--- config.mk ---
export PLATFORM = sky130hd
export DESIGN_NAME = zjh_cnt_ctrl_flat
export DESIGN_NICKNAME = d
export VERILOG_FILES = /design/src/rtl/zjh_ctrl_pkg.sv /design/src/rtl/zjh_cnt_ctrl_if.sv /design/src/rtl/zjh_presc.sv /design/src/rtl/zjh_cnt_ctrl.sv /design/src/flat_wrapper.sv
export SDC_FILE = /design/constraint.sdc
export NUM_CORES = 1
export LEC_CHECK = 0
export CAP_MARGIN = 20
export CORE_MARGIN = 4
export CORE_UTILIZATION = 58
export CTS_BUF_LIST = sky130_fd_sc_hd__clkbuf_16
export CTS_CLUSTER_DIAMETER = 120
export DETAILED_ROUTE_END_ITERATION = 6
export PLACE_DENSITY = 0.85
export SLEW_MARGIN = 25
export SYNTH_ARGS = -nofsm -noshare
export SYNTH_HDL_FRONTEND = slang
export SYNTH_SLANG_ARGS = --single-unit
--- constraint.sdc ---
create_clock -name Clk -period 2.47 [get_ports Clk]
set_input_delay 0.247 -clock Clk [delete_from_list [all_inputs] [get_ports Clk]]
set_output_delay 0.247 -clock Clk [all_outputs]
set_load 0.01 [all_outputs]
--- src/rtl/zjh_ctrl_pkg.sv ---
// rtl/zjh_ctrl_pkg.sv - shared types and constants for the count/compare/display sequencer
package zjh_ctrl_pkg;

  typedef enum logic [2:0] {IDLE, LAMP, LOAD, RUN, HOLD} state_t;

  localparam logic [3:0] LOOP_SAT = 4'd15;

  function automatic int presc_w(input int div);
    return (div < 2) ? 1 : $clog2(div);
  endfunction

endpackage

--- src/rtl/zjh_cnt_ctrl_if.sv ---
// rtl/zjh_cnt_ctrl_if.sv - control/status bundle between the sequencer and its datapath/user
interface zjh_cnt_ctrl_if;

  logic       Start;
  logic       Stop;
  logic       Pause;
  logic [3:0] Loops;
  logic       Match;
  logic       Cnt_PE;
  logic       Cnt_CE;
  logic       Disp_LT;
  logic       Disp_BI;
  logic       Busy;
  logic       Done;
  logic [3:0] Loop_cnt;

  modport master (
    output Start, Stop, Pause, Loops, Match,
    input  Cnt_PE, Cnt_CE, Disp_LT, Disp_BI, Busy, Done, Loop_cnt
  );

  modport slave (
    input  Start, Stop, Pause, Loops, Match,
    output Cnt_PE, Cnt_CE, Disp_LT, Disp_BI, Busy, Done, Loop_cnt
  );

endinterface

--- src/rtl/zjh_presc.sv ---
// rtl/zjh_presc.sv - wrapping prescaler; also serves as the lamp-test timer via i_term
module zjh_presc #(
  parameter int W = 2
) (
  input  logic         Clk,
  input  logic         MR,
  input  logic         i_enable,
  input  logic         i_clear,
  input  logic         i_pause,
  input  logic [W-1:0] i_term,
  output logic         o_tick
);

  logic [W-1:0] r_cnt;
  logic         w_run;

  assign w_run  = i_enable & ~i_pause;
  assign o_tick = w_run && (r_cnt == i_term);

  always_ff @(posedge Clk) begin
    if (MR || i_clear) begin
      r_cnt <= '0;
    end else if (w_run) begin
      r_cnt <= o_tick ? '0 : r_cnt + W'(1);
    end
  end

endmodule

--- src/rtl/zjh_cnt_ctrl.sv ---
// rtl/zjh_cnt_ctrl.sv - sequences counter load/enable and display lamp-test/blanking over N passes
module zjh_cnt_ctrl
  import zjh_ctrl_pkg::*;
#(
  parameter int PRESC_DIV = 50000,
  parameter int LT_CYCLES = 4
) (
  input  logic           Clk,
  input  logic           MR,
  zjh_cnt_ctrl_if.slave  bus
);

  localparam int         W        = presc_w((PRESC_DIV > LT_CYCLES) ? PRESC_DIV : LT_CYCLES);
  localparam logic [W-1:0] DIV_TERM = W'(PRESC_DIV - 1);
  localparam logic [W-1:0] LT_TERM  = W'(LT_CYCLES - 1);

  state_t     r_state, w_next;
  logic       r_lt, r_bi, r_busy, r_done;
  logic [3:0] r_loop_cnt;
  logic       w_tick, w_en, w_clear, w_pass, w_final;
  logic       w_pe, w_ce;
  logic [3:0] w_cnt_inc;

  assign w_en      = (r_state == LAMP) || (r_state == RUN);
  assign w_clear   = (w_next != r_state) || !w_en;
  assign w_cnt_inc = (r_loop_cnt == LOOP_SAT) ? LOOP_SAT : r_loop_cnt + 4'd1;
  assign w_pass    = (r_state == RUN) && w_tick && bus.Match;
  assign w_final   = w_pass && (bus.Loops != 4'd0) && (w_cnt_inc == bus.Loops);

  // LAMP and RUN never overlap, so one counter times both
  zjh_presc #(.W(W)) u_presc (
    .Clk      (Clk),
    .MR       (MR),
    .i_enable (w_en),
    .i_clear  (w_clear),
    .i_pause  (bus.Pause && (r_state == RUN)),
    .i_term   ((r_state == LAMP) ? LT_TERM : DIV_TERM),
    .o_tick   (w_tick)
  );

  always_comb begin
    w_next = r_state;
    case (r_state)
      IDLE:    if (bus.Start) w_next = LAMP;
      LAMP:    if (w_tick)    w_next = LOAD;
      LOAD:                   w_next = RUN;
      RUN:     if (w_final)   w_next = HOLD;
      HOLD:    if (bus.Start) w_next = LAMP;
      default:                w_next = IDLE;
    endcase
    if (bus.Stop) w_next = IDLE;
  end

  always_comb begin
    w_pe = 1'b1;
    w_ce = 1'b0;
    if (r_state == LOAD) begin
      w_pe = 1'b0;
    end else if ((r_state == RUN) && w_tick) begin
      if (!bus.Match)    w_ce = 1'b1;
      else if (!w_final) w_pe = 1'b0;
    end
  end

  always_ff @(posedge Clk) begin
    if (MR) begin
      r_state    <= IDLE;
      r_lt       <= 1'b1;
      r_bi       <= 1'b0;
      r_busy     <= 1'b0;
      r_done     <= 1'b0;
      r_loop_cnt <= 4'd0;
    end else begin
      r_state <= w_next;
      r_lt    <= (w_next != LAMP);
      r_bi    <= (w_next != IDLE);
      r_busy  <= (w_next == LAMP) || (w_next == LOAD) || (w_next == RUN);
      r_done  <= (r_state == RUN) && (w_next == HOLD);
      if (((r_state == IDLE) || (r_state == HOLD)) && (w_next == LAMP)) begin
        r_loop_cnt <= 4'd0;
      end else if (w_pass) begin
        r_loop_cnt <= w_cnt_inc;
      end
    end
  end

  assign bus.Cnt_PE   = w_pe;
  assign bus.Cnt_CE   = w_ce;
  assign bus.Disp_LT  = r_lt;
  assign bus.Disp_BI  = r_bi;
  assign bus.Busy     = r_busy;
  assign bus.Done     = r_done;
  assign bus.Loop_cnt = r_loop_cnt;

endmodule
--- src/flat_wrapper.sv ---
// flat-port wrapper written by rule: the top's interface ports become plain ports
module zjh_cnt_ctrl_flat import zjh_ctrl_pkg::*;
#(
  parameter int PRESC_DIV = 50000,
  parameter int LT_CYCLES = 4
)
  (Clk, MR, bus_Start, bus_Stop, bus_Pause, bus_Loops, bus_Match, bus_Cnt_PE, bus_Cnt_CE, bus_Disp_LT, bus_Disp_BI, bus_Busy, bus_Done, bus_Loop_cnt);
  zjh_cnt_ctrl_if bus_i ();
  input  logic Clk;
  input  logic MR;
  input wire logic [$bits(bus_i.Start)-1:0] bus_Start;
  input wire logic [$bits(bus_i.Stop)-1:0] bus_Stop;
  input wire logic [$bits(bus_i.Pause)-1:0] bus_Pause;
  input wire logic [$bits(bus_i.Loops)-1:0] bus_Loops;
  input wire logic [$bits(bus_i.Match)-1:0] bus_Match;
  output wire logic [$bits(bus_i.Cnt_PE)-1:0] bus_Cnt_PE;
  output wire logic [$bits(bus_i.Cnt_CE)-1:0] bus_Cnt_CE;
  output wire logic [$bits(bus_i.Disp_LT)-1:0] bus_Disp_LT;
  output wire logic [$bits(bus_i.Disp_BI)-1:0] bus_Disp_BI;
  output wire logic [$bits(bus_i.Busy)-1:0] bus_Busy;
  output wire logic [$bits(bus_i.Done)-1:0] bus_Done;
  output wire logic [$bits(bus_i.Loop_cnt)-1:0] bus_Loop_cnt;
  assign bus_i.Start = bus_Start;
  assign bus_i.Stop = bus_Stop;
  assign bus_i.Pause = bus_Pause;
  assign bus_i.Loops = bus_Loops;
  assign bus_i.Match = bus_Match;
  assign bus_Cnt_PE = bus_i.Cnt_PE;
  assign bus_Cnt_CE = bus_i.Cnt_CE;
  assign bus_Disp_LT = bus_i.Disp_LT;
  assign bus_Disp_BI = bus_i.Disp_BI;
  assign bus_Busy = bus_i.Busy;
  assign bus_Done = bus_i.Done;
  assign bus_Loop_cnt = bus_i.Loop_cnt;
  zjh_cnt_ctrl #(.PRESC_DIV(PRESC_DIV), .LT_CYCLES(LT_CYCLES)) u_core (.Clk(Clk), .MR(MR), .bus(bus_i));
endmodule
======== Yosys cells after proc, flatten, opt, wreduce, memory -nomap -nowiden ========
Cells that the tools add are included.
word-level totals
  register bits after elaboration ......... 27
  latch bits .............................. 0
  bits in writable memories ............... 0
  ROM bits ................................ 0
  output and inout bits ................... 10
  memories ................................ 0
operators by class
  add/sub/neg operators ................... 2
  multipliers ............................. 0
  div/mod/pow operators ................... 0
  $lt $le $gt $ge ......................... 0
  eq/ne operators ......................... 13
  shift-type cells ........................ 0
  multiplexer cells ....................... 15
  bitwise logic cells ..................... 2
  reductions and logical operators ........ 20
operator list
  operator                                        number
  two-way mux 16 bit                              2
  adder 16 x 1 -> 16 bit (second input constant)  1
  == test 16 bit                                  1
  == test 3 x 2 -> 1 bit (second input constant)  4
  two-way mux 3 bit                               4
  one-hot mux 3 bit (4 select lines)              1
  logical AND 1 bit                               8
  two-way mux 1 bit                               7
  == test 3 x 1 -> 1 bit (second input constant)  2
  == test 3 bit (second input constant)           2
  logical OR 1 bit                                6
  adder 4 x 1 -> 4 bit (second input constant)    1
  == test 4 bit                                   1
  == test 4 bit (second input constant)           1
  two-way mux 4 bit                               1
  nonzero test 4 bit                              1
  OR reduction 2 bit                              2
  logical NOT 3 bit                               1
  != test 3 x 1 -> 1 bit (second input constant)  1
  != test 3 bit                                   1
  nonzero test 3 bit                              1
  AND 1 bit                                       1
  logical NOT 1 bit                               1
  NOT 1 bit                                       1

======== Depth between registers and ports, before layout ========
Gate-level depths: netlist (run 1).
  word-level depth ........................ 15
  depth in mapped cells ................... 7
  depth with buffers taken out ............ 6

======== Cells and area by module ========
From an unflattened synthesis (run 1), not the netlist that was laid out.
second synthesis, totals
  cells, all modules ...................... 199
  area total of the unflattened synthesis .. 1709.1 um^2
modules (own cells, without submodules)
  module        instances  cells an instance  area an instance (um^2)  seq. area each (um^2)
  zjh_presc     1          106                909.6                    320.3
  zjh_cnt_ctrl  1          93                 799.5                    220.2

======== Worst setup path before layout (run 1) ========
Ideal clock, no wire load.
  path type ............................... reg2out
  from .................................... register u_core.r_loop_cnt[0] (netlist: u_core.bus.Loop_cnt[0])
  to ...................................... output port bus_Cnt_PE
  data arrival time ....................... 1656 ps
  required time ........................... 2223 ps
  setup slack ............................. 567 ps
  cell stages (with the launch flop) ...... 7
  path buffers ............................ 0
  cells stage by stage .................... dfxtp_1 -> ha_1 -> nand3_1 -> nand2_1 -> mux2i_1 -> nor3_1 -> o31a_1
on the way
  longest elaborated chain between the ends .. 8
  elaborated cells on any way between the ends .. 9
  classes of those cells .................. add/sub (1); eq/ne (2); mux (5); reduce/logical (1)
ends and longest elaborated chain
  item                                                   RTL line            text
  start, declared                                        zjh_cnt_ctrl.sv:19  logic [3:0] r_loop_cnt;
  start signal, assigned                                 zjh_cnt_ctrl.sv:82  r_loop_cnt <= w_cnt_inc;
  adder 4 x 1 -> 4 bit or == test 4 bit (tied branches)  zjh_cnt_ctrl.sv:26  assign w_cnt_inc = (r_loop_cnt == LOOP_SAT) ? LOOP_SAT : r_loop_cnt + 4'd1;
  two-way mux 4 bit (*)                                  zjh_cnt_ctrl.sv:26
  == test 4 bit (*)                                      zjh_cnt_ctrl.sv:28  assign w_final = w_pass && (bus.Loops != 4'd0) && (w_cnt_inc == bus.Loops);
  logical AND 1 bit (*)                                  zjh_cnt_ctrl.sv:28
  two-way mux 1 bit (*)                                  zjh_cnt_ctrl.sv:61  else if (!w_final) w_pe = 1'b0;
  two-way mux 1 bit (*)                                  zjh_cnt_ctrl.sv:60  if (!bus.Match) w_ce = 1'b1;
  two-way mux 1 bit (*)                                  zjh_cnt_ctrl.sv:59  end else if ((r_state == RUN) && w_tick) begin
  two-way mux 1 bit (*)                                  zjh_cnt_ctrl.sv:57  if (r_state == LOAD) begin
  end, declared                                          flat_wrapper.sv:16  output wire logic [$bits(bus_i.Cnt_PE)-1:0] bus_Cnt_PE;
Every way passes the cells marked *; elsewhere a longest branch is shown, timed or not.

======== Worst setup path after layout (run 1) ========
  from .................................... register u_core.u_presc.r_cnt[1]
  to ...................................... output port bus_Cnt_PE
on the way
  longest elaborated chain between the ends .. 10
ends and longest elaborated chain
  item                             RTL line                                text
  start, declared                  zjh_presc.sv:14                         logic [W-1:0] r_cnt;
  start signal, assigned           zjh_presc.sv:24                         r_cnt <= o_tick ? '0 : r_cnt + W'(1);
  == test 16 bit (*)               zjh_presc.sv:18                         assign o_tick = w_run && (r_cnt == i_term);
  logical AND 1 bit (*)            zjh_presc.sv:18
  logical AND 1 bit (*)            zjh_cnt_ctrl.sv:27, zjh_cnt_ctrl.sv:59
  logical AND 1 bit                zjh_cnt_ctrl.sv:27                      assign w_pass = (r_state == RUN) && w_tick && bus.Match;
  logical AND 1 bit (2 in series)  zjh_cnt_ctrl.sv:28
  two-way mux 1 bit                zjh_cnt_ctrl.sv:61
  two-way mux 1 bit                zjh_cnt_ctrl.sv:60
  two-way mux 1 bit (*)            zjh_cnt_ctrl.sv:59
  two-way mux 1 bit (*)            zjh_cnt_ctrl.sv:57
Marked as above.

==> results.md, run 1 <==
- Hold repair after CTS inserted 0 buffers.
- The worst setup slack after placement is ~0.11 ns.
- Setup slack on the critical path of the routed design comes to 0.126 ns.
- The final critical delay including setup and external delays is 2.34 ns.
- By area, the combinational part of the netlist is dominated by simple AND/OR/NAND/NOR gates.
- The via count normalized by instance count is between 6 and 7.
- TritonCTS built the clock tree.
- The post-synthesis area per instance is 8.57 um2.
- The antenna diode count is 0.
- Headroom to the max-slew limit came out at ~69%.
- The worst hold margin is ~0.51 ns.
- The post-route antenna net violation count is 0.
- Entering global routing, the biggest net connects 17 pins.
- The highest clock frequency the design can meet is roughly 430 MHz.
- The worst hold-check path type is reg -> reg.
- The total number of nets in the final design is between 200 and 250.
- Synthesis produced a netlist with a net count of between 150 and 200.
- The clock network accounts for 42.4% of the total power.
- The count of warnings emitted by yosys is 0.
- The number of global-route vias before repair was around 1300.
- In this run the deepest clock path goes through 2 buffers.
- The number of hold violations in the final report is 0.
- After synthesis, flip-flops and latches occupy between 30% and 40% of the total area.
- The worst path uses a little over nine tenths of the clock period.
- The number of instances in the synthesized netlist is 170.
- The final-report max-slew violation count is 0.
- In this run the worst path has a maximum fanout of 3.
- Detailed placement finished with a half-perimeter wire length of ~2.6 mm.
- The total area inside the core boundary comes to about 2300 um2.
- The final count of negative-setup-slack endpoints is 0.
- The first-pass iteration count of the detailed router is 4.
- The area enclosed by the die boundary is approximately 3400 um2.
- The worst-case vdd ir drop is 402 uV.
- The placement row count is 17.
- After detailed routing, the number of remaining DRC violations is 0.
- Between clock sinks in the finished design, the worst skew comes to between 0.004 and 0.005 ns.
- In this run the number of H-tree levels came out at 1.
- The initial antenna violation count is 0.
- The total global routing overflow is 0.
- Net switching is a little over a fifth of the power.
- The flow ran to the end, and the final reports show no timing, DRC or antenna violations.
- Input and output buffers added on the ports amount to 19.
- The mux share of post-synthesis cell area is less than 1%.
- Summing the areas of all compound-gate instances in the mapped netlist gives around an eighth of the synthesized area.
- STA classifies the critical path startpoint as a flop.
- The critical path class is reg -> out.
- Setup repair after global routing left no endpoint under its margin.
- The worst endpoint data arrival time is between 2 and 2.5 ns.
- Routability-driven placement finished with a final weighted congestion of a little over 0.9.
- The first routing iteration left 72 violations.
- The logic gate share of total power is between 7 and 8%.
- The effective utilization at floorplan is 63.4%.
- Clock tree synthesis selected as its root buffer the cell sky130_fd_sc_hd__clkbuf_16.
- The combined area of all synthesized cells is 1460 um2.
- The synthesized-area fraction occupied by xor and xnor cells is just under 10%.
- The layout-stage area growth over the synthesis result is 24.8%.
- After routing, the total negative slack on setup checks comes to 0 ns.
- After filler insertion, the fill cell instance count of the layout stands at ~170.
- The required time of the worst setup path is ~2.2 ns.
- The net switching component of the power is roughly 0.00019 W.
- The adder and majority gate portion of the synthesized area is under 10%.
- In the layout the commonest cells are sky130_fd_sc_hd__nor2_1, sky130_fd_sc_hd__dfxtp_1, sky130_fd_sc_hd__clkdlybuf4s50_1, sky130_fd_sc_hd__nand2_1, sky130_fd_sc_hd__a21oi_1.
- Global routing used a little under a quarter of the available tracks across all layers.
- The die is between 50 and 60 um wide.
- The internal power of the cells totals between 0.0006 and 0.0007 W.
- The power per cell area is a little under 500 nW/um2.
- The biggest area consumer among synthesized cells is sky130_fd_sc_hd__dfxtp_1.
- The detailed-route wire length is between 3 and 4 mm.
- Measured along the y axis, the die boundary spans 58.1 um.
- After clock tree synthesis, the clock-pin slew on the worst setup and hold paths is around 0.070 ns.
- Pin placement for this block handled 20 I/O pins.
- STA classifies the critical path endpoint as an output pin.
- Leaving out fill and tap cells, the most frequent cell in the layout is sky130_fd_sc_hd__nor2_1.
- The number of sinks driven by the clock tree is 27.
- The distinct cell type count after synthesis is 41.
- For the pin with the worst max-slew slack, the measured transition is 0.470 ns.
- The ratio of cells with drive above 1 in the final layout is between 10% and 20%.
- The routed layout has approximately 1400 vias.
- Summed over all cells, the static leakage comes to slightly above 0.6 nW.
- The sequential fraction of design power is 50.2%.
- The area share of the largest cell type after synthesis is 37.1%.
- The routed wire length per instance is approximately 16 um.
- After synthesis, the cell types taking the most area are sky130_fd_sc_hd__dfxtp_1, sky130_fd_sc_hd__nor2_1, sky130_fd_sc_hd__xnor2_1.
- The insertion delay of the later-clocked pin in the worst-skew pair is approximately 0.26 ns.
- The first-pass GRT wire length is between 6 and 7 mm.
- Clock tree synthesis inserted a total of 3 buffers.
- The total of max-cap violations is 0.
- The total of flip-flops plus latches after synthesis is 27.
- The synthesized netlist devotes about 36% of its cell area to simple gates.
-- final cells by class --
| cell class | instances | area [um2] | area share, % |
|---|---|---|---|
| Multi-Input combinational cell | 137 | 898 | 49.4 |
| Sequential cell | 27 | 543 | 29.9 |
| Timing Repair Buffer | 26 | 244 | 13.4 |
| Clock buffer | 3 | 75.1 | 4.13 |
| Tap cell | 28 | 35.0 | 1.93 |
| Inverter | 4 | 15.0 | 0.826 |
| Clock inverter | 1 | 7.51 | 0.413 |
-- per-stage QoR --
stage | instances | cell area [um2] | power [W] | util (%)
3_5_place_dp | 222 | 1710 | 0.000513 | 74.5
5_1_grt | 226 | 1820 | 0.000903 | 79.1
3_3_place_gp | 222 | 1710 | 0.000511 | 74.5
6_report | 226 | 1820 | 0.000877 | 79.1
4_1_cts | 226 | 1810 | 0.000878 | 78.9
2_1_floorplan | 170 | 1460 | 0.000483 | -
-- path summary, 6_finish.rpt --
| check | from | to | slack [ns] | depth (start not counted) |
|---|---|---|---|---|
| max | u_core.u_presc.r_cnt[1]$_SDFFE_PP0P_ | bus_Cnt_PE | 0.13 | 6 |
| max reg2reg | u_core.r_state[0]$_SDFF_PP0_ | u_core.u_presc.r_cnt[3]$_SDFFE_PP0P_ | 0.58 | 6 |
| min | u_core.u_presc.r_cnt[0]$_SDFFE_PP0P_ | u_core.u_presc.r_cnt[0]$_SDFFE_PP0P_ | 0.51 | 2 |
| min reg2reg | u_core.u_presc.r_cnt[0]$_SDFFE_PP0P_ | u_core.u_presc.r_cnt[0]$_SDFFE_PP0P_ | 0.51 | 2 |
-- power groups by stage --
stage | clock, W | sequential [W] | combinational, W
after global routing | 0.000393 | 0.000441 | 0.0000692
final | 0.000372 | 0.000440 | 0.0000645
after global placement | 0 | 0.000450 | 0.0000612
after floorplan | 0 | 0.000451 | 0.0000321
after detailed placement | 0 | 0.000450 | 0.0000630
after CTS | 0.000373 | 0.000440 | 0.0000642
-- repair_timing --
action / CTS / global route
setup buffers: 0 / 0
resized for setup: 6 / 3
setup endpoints to repair: 2 / 1
endpoints found under the hold margin: 0 / 0
-- worst max-delay path, cell delays in order (launching register included) --
cell and delay, ns:
sky130_fd_sc_hd__dfxtp_1 0.38, sky130_fd_sc_hd__ha_2 0.21, sky130_fd_sc_hd__and3_4 0.20, sky130_fd_sc_hd__nand3_4 0.09
sky130_fd_sc_hd__or3_4 0.41, sky130_fd_sc_hd__o31a_1 0.26, sky130_fd_sc_hd__dlygate4sd2_1 0.29
-- state kept, by name, indices dropped and copies added (netlist names) --
register	count
u_core.r_state	3
u_core.bus.Disp_LT	1
u_core.bus.Done	1
u_core.bus.Disp_BI	1
u_core.bus.Loop_cnt	4
u_core.bus.Busy	1
u_core.u_presc.r_cnt	16
-- cell usage after synthesis --
cell type / instances
sky130_fd_sc_hd__dfxtp_1: 27
sky130_fd_sc_hd__nor2_1: 26
sky130_fd_sc_hd__nand2_1: 12
sky130_fd_sc_hd__a21oi_1: 11
sky130_fd_sc_hd__nor3_1: 11
sky130_fd_sc_hd__xnor2_1: 10
sky130_fd_sc_hd__nand3_1: 8
sky130_fd_sc_hd__xor2_1: 6
sky130_fd_sc_hd__and3_1: 4
sky130_fd_sc_hd__inv_1: 4
sky130_fd_sc_hd__nand4_1: 4
sky130_fd_sc_hd__o21ai_0: 4
sky130_fd_sc_hd__and4_1: 3
sky130_fd_sc_hd__nand2b_1: 3
sky130_fd_sc_hd__nor4_1: 3
sky130_fd_sc_hd__or3_1: 3
sky130_fd_sc_hd__a311oi_1: 2
sky130_fd_sc_hd__buf_6: 2
sky130_fd_sc_hd__ha_1: 2
sky130_fd_sc_hd__nor2b_1: 2
sky130_fd_sc_hd__o211ai_1: 2
sky130_fd_sc_hd__o31a_1: 2
sky130_fd_sc_hd__a211oi_4: 1
sky130_fd_sc_hd__a31o_1: 1
sky130_fd_sc_hd__a31oi_1: 1
sky130_fd_sc_hd__and2_1: 1
sky130_fd_sc_hd__and2b_1: 1
sky130_fd_sc_hd__and3b_1: 1
sky130_fd_sc_hd__mux2i_1: 1
sky130_fd_sc_hd__nand2_2: 1
sky130_fd_sc_hd__nand3_4: 1
sky130_fd_sc_hd__nand3b_1: 1
sky130_fd_sc_hd__nand4_4: 1
sky130_fd_sc_hd__nand4b_1: 1
sky130_fd_sc_hd__nand4bb_1: 1
sky130_fd_sc_hd__nor2_8: 1
sky130_fd_sc_hd__nor2b_2: 1
sky130_fd_sc_hd__nor4_2: 1
sky130_fd_sc_hd__o21a_1: 1
sky130_fd_sc_hd__o21bai_1: 1
sky130_fd_sc_hd__or2_4: 1
-- layer usage --
metal	vias to the layer above	track usage (%)	part of all wire, %
met5	-	0	0
met4	0	9.60	2.1
met3	8	5.12	7.2
met2	60	34.4	47
met1	635	30.7	44
li1	667	-	-
-- logic make-up after synthesis --
logic type | count (synthesis)
AND/OR/NAND/NOR | 92
flip-flops | 27
AO/OA/AOI/OAI | 26
XOR/XNOR | 16
buffers and inverters | 6
adder cells (fa/ha/maj) | 2
multiplexers | 1
Note: power is estimated with default switching activity, not from simulation.
==> run 2, diff against run 1 <==
--- a/config.mk
+++ b/config.mk
@@ -10,9 +10,10 @@
 export CORE_UTILIZATION = 58
 export CTS_BUF_LIST = sky130_fd_sc_hd__clkbuf_16
 export CTS_CLUSTER_DIAMETER = 120
+export CTS_CLUSTER_SIZE = 20
 export DETAILED_ROUTE_END_ITERATION = 6
 export PLACE_DENSITY = 0.85
-export SLEW_MARGIN = 25
 export SYNTH_ARGS = -nofsm -noshare
 export SYNTH_HDL_FRONTEND = slang
 export SYNTH_SLANG_ARGS = --single-unit
+export TNS_END_PERCENT = 1
==> results of run 2 <==
Final layout, timing and power as in run 1 (identical DEF).
==> run 3, diff against run 2 <==
--- a/config.mk
+++ b/config.mk
@@ -13,6 +13,7 @@
 export CTS_CLUSTER_SIZE = 20
 export DETAILED_ROUTE_END_ITERATION = 6
 export PLACE_DENSITY = 0.85
+export SLEW_MARGIN = 30
 export SYNTH_ARGS = -nofsm -noshare
 export SYNTH_HDL_FRONTEND = slang
 export SYNTH_SLANG_ARGS = --single-unit
==> results of run 3 <==
Final layout, timing and power as in run 1 (identical DEF).
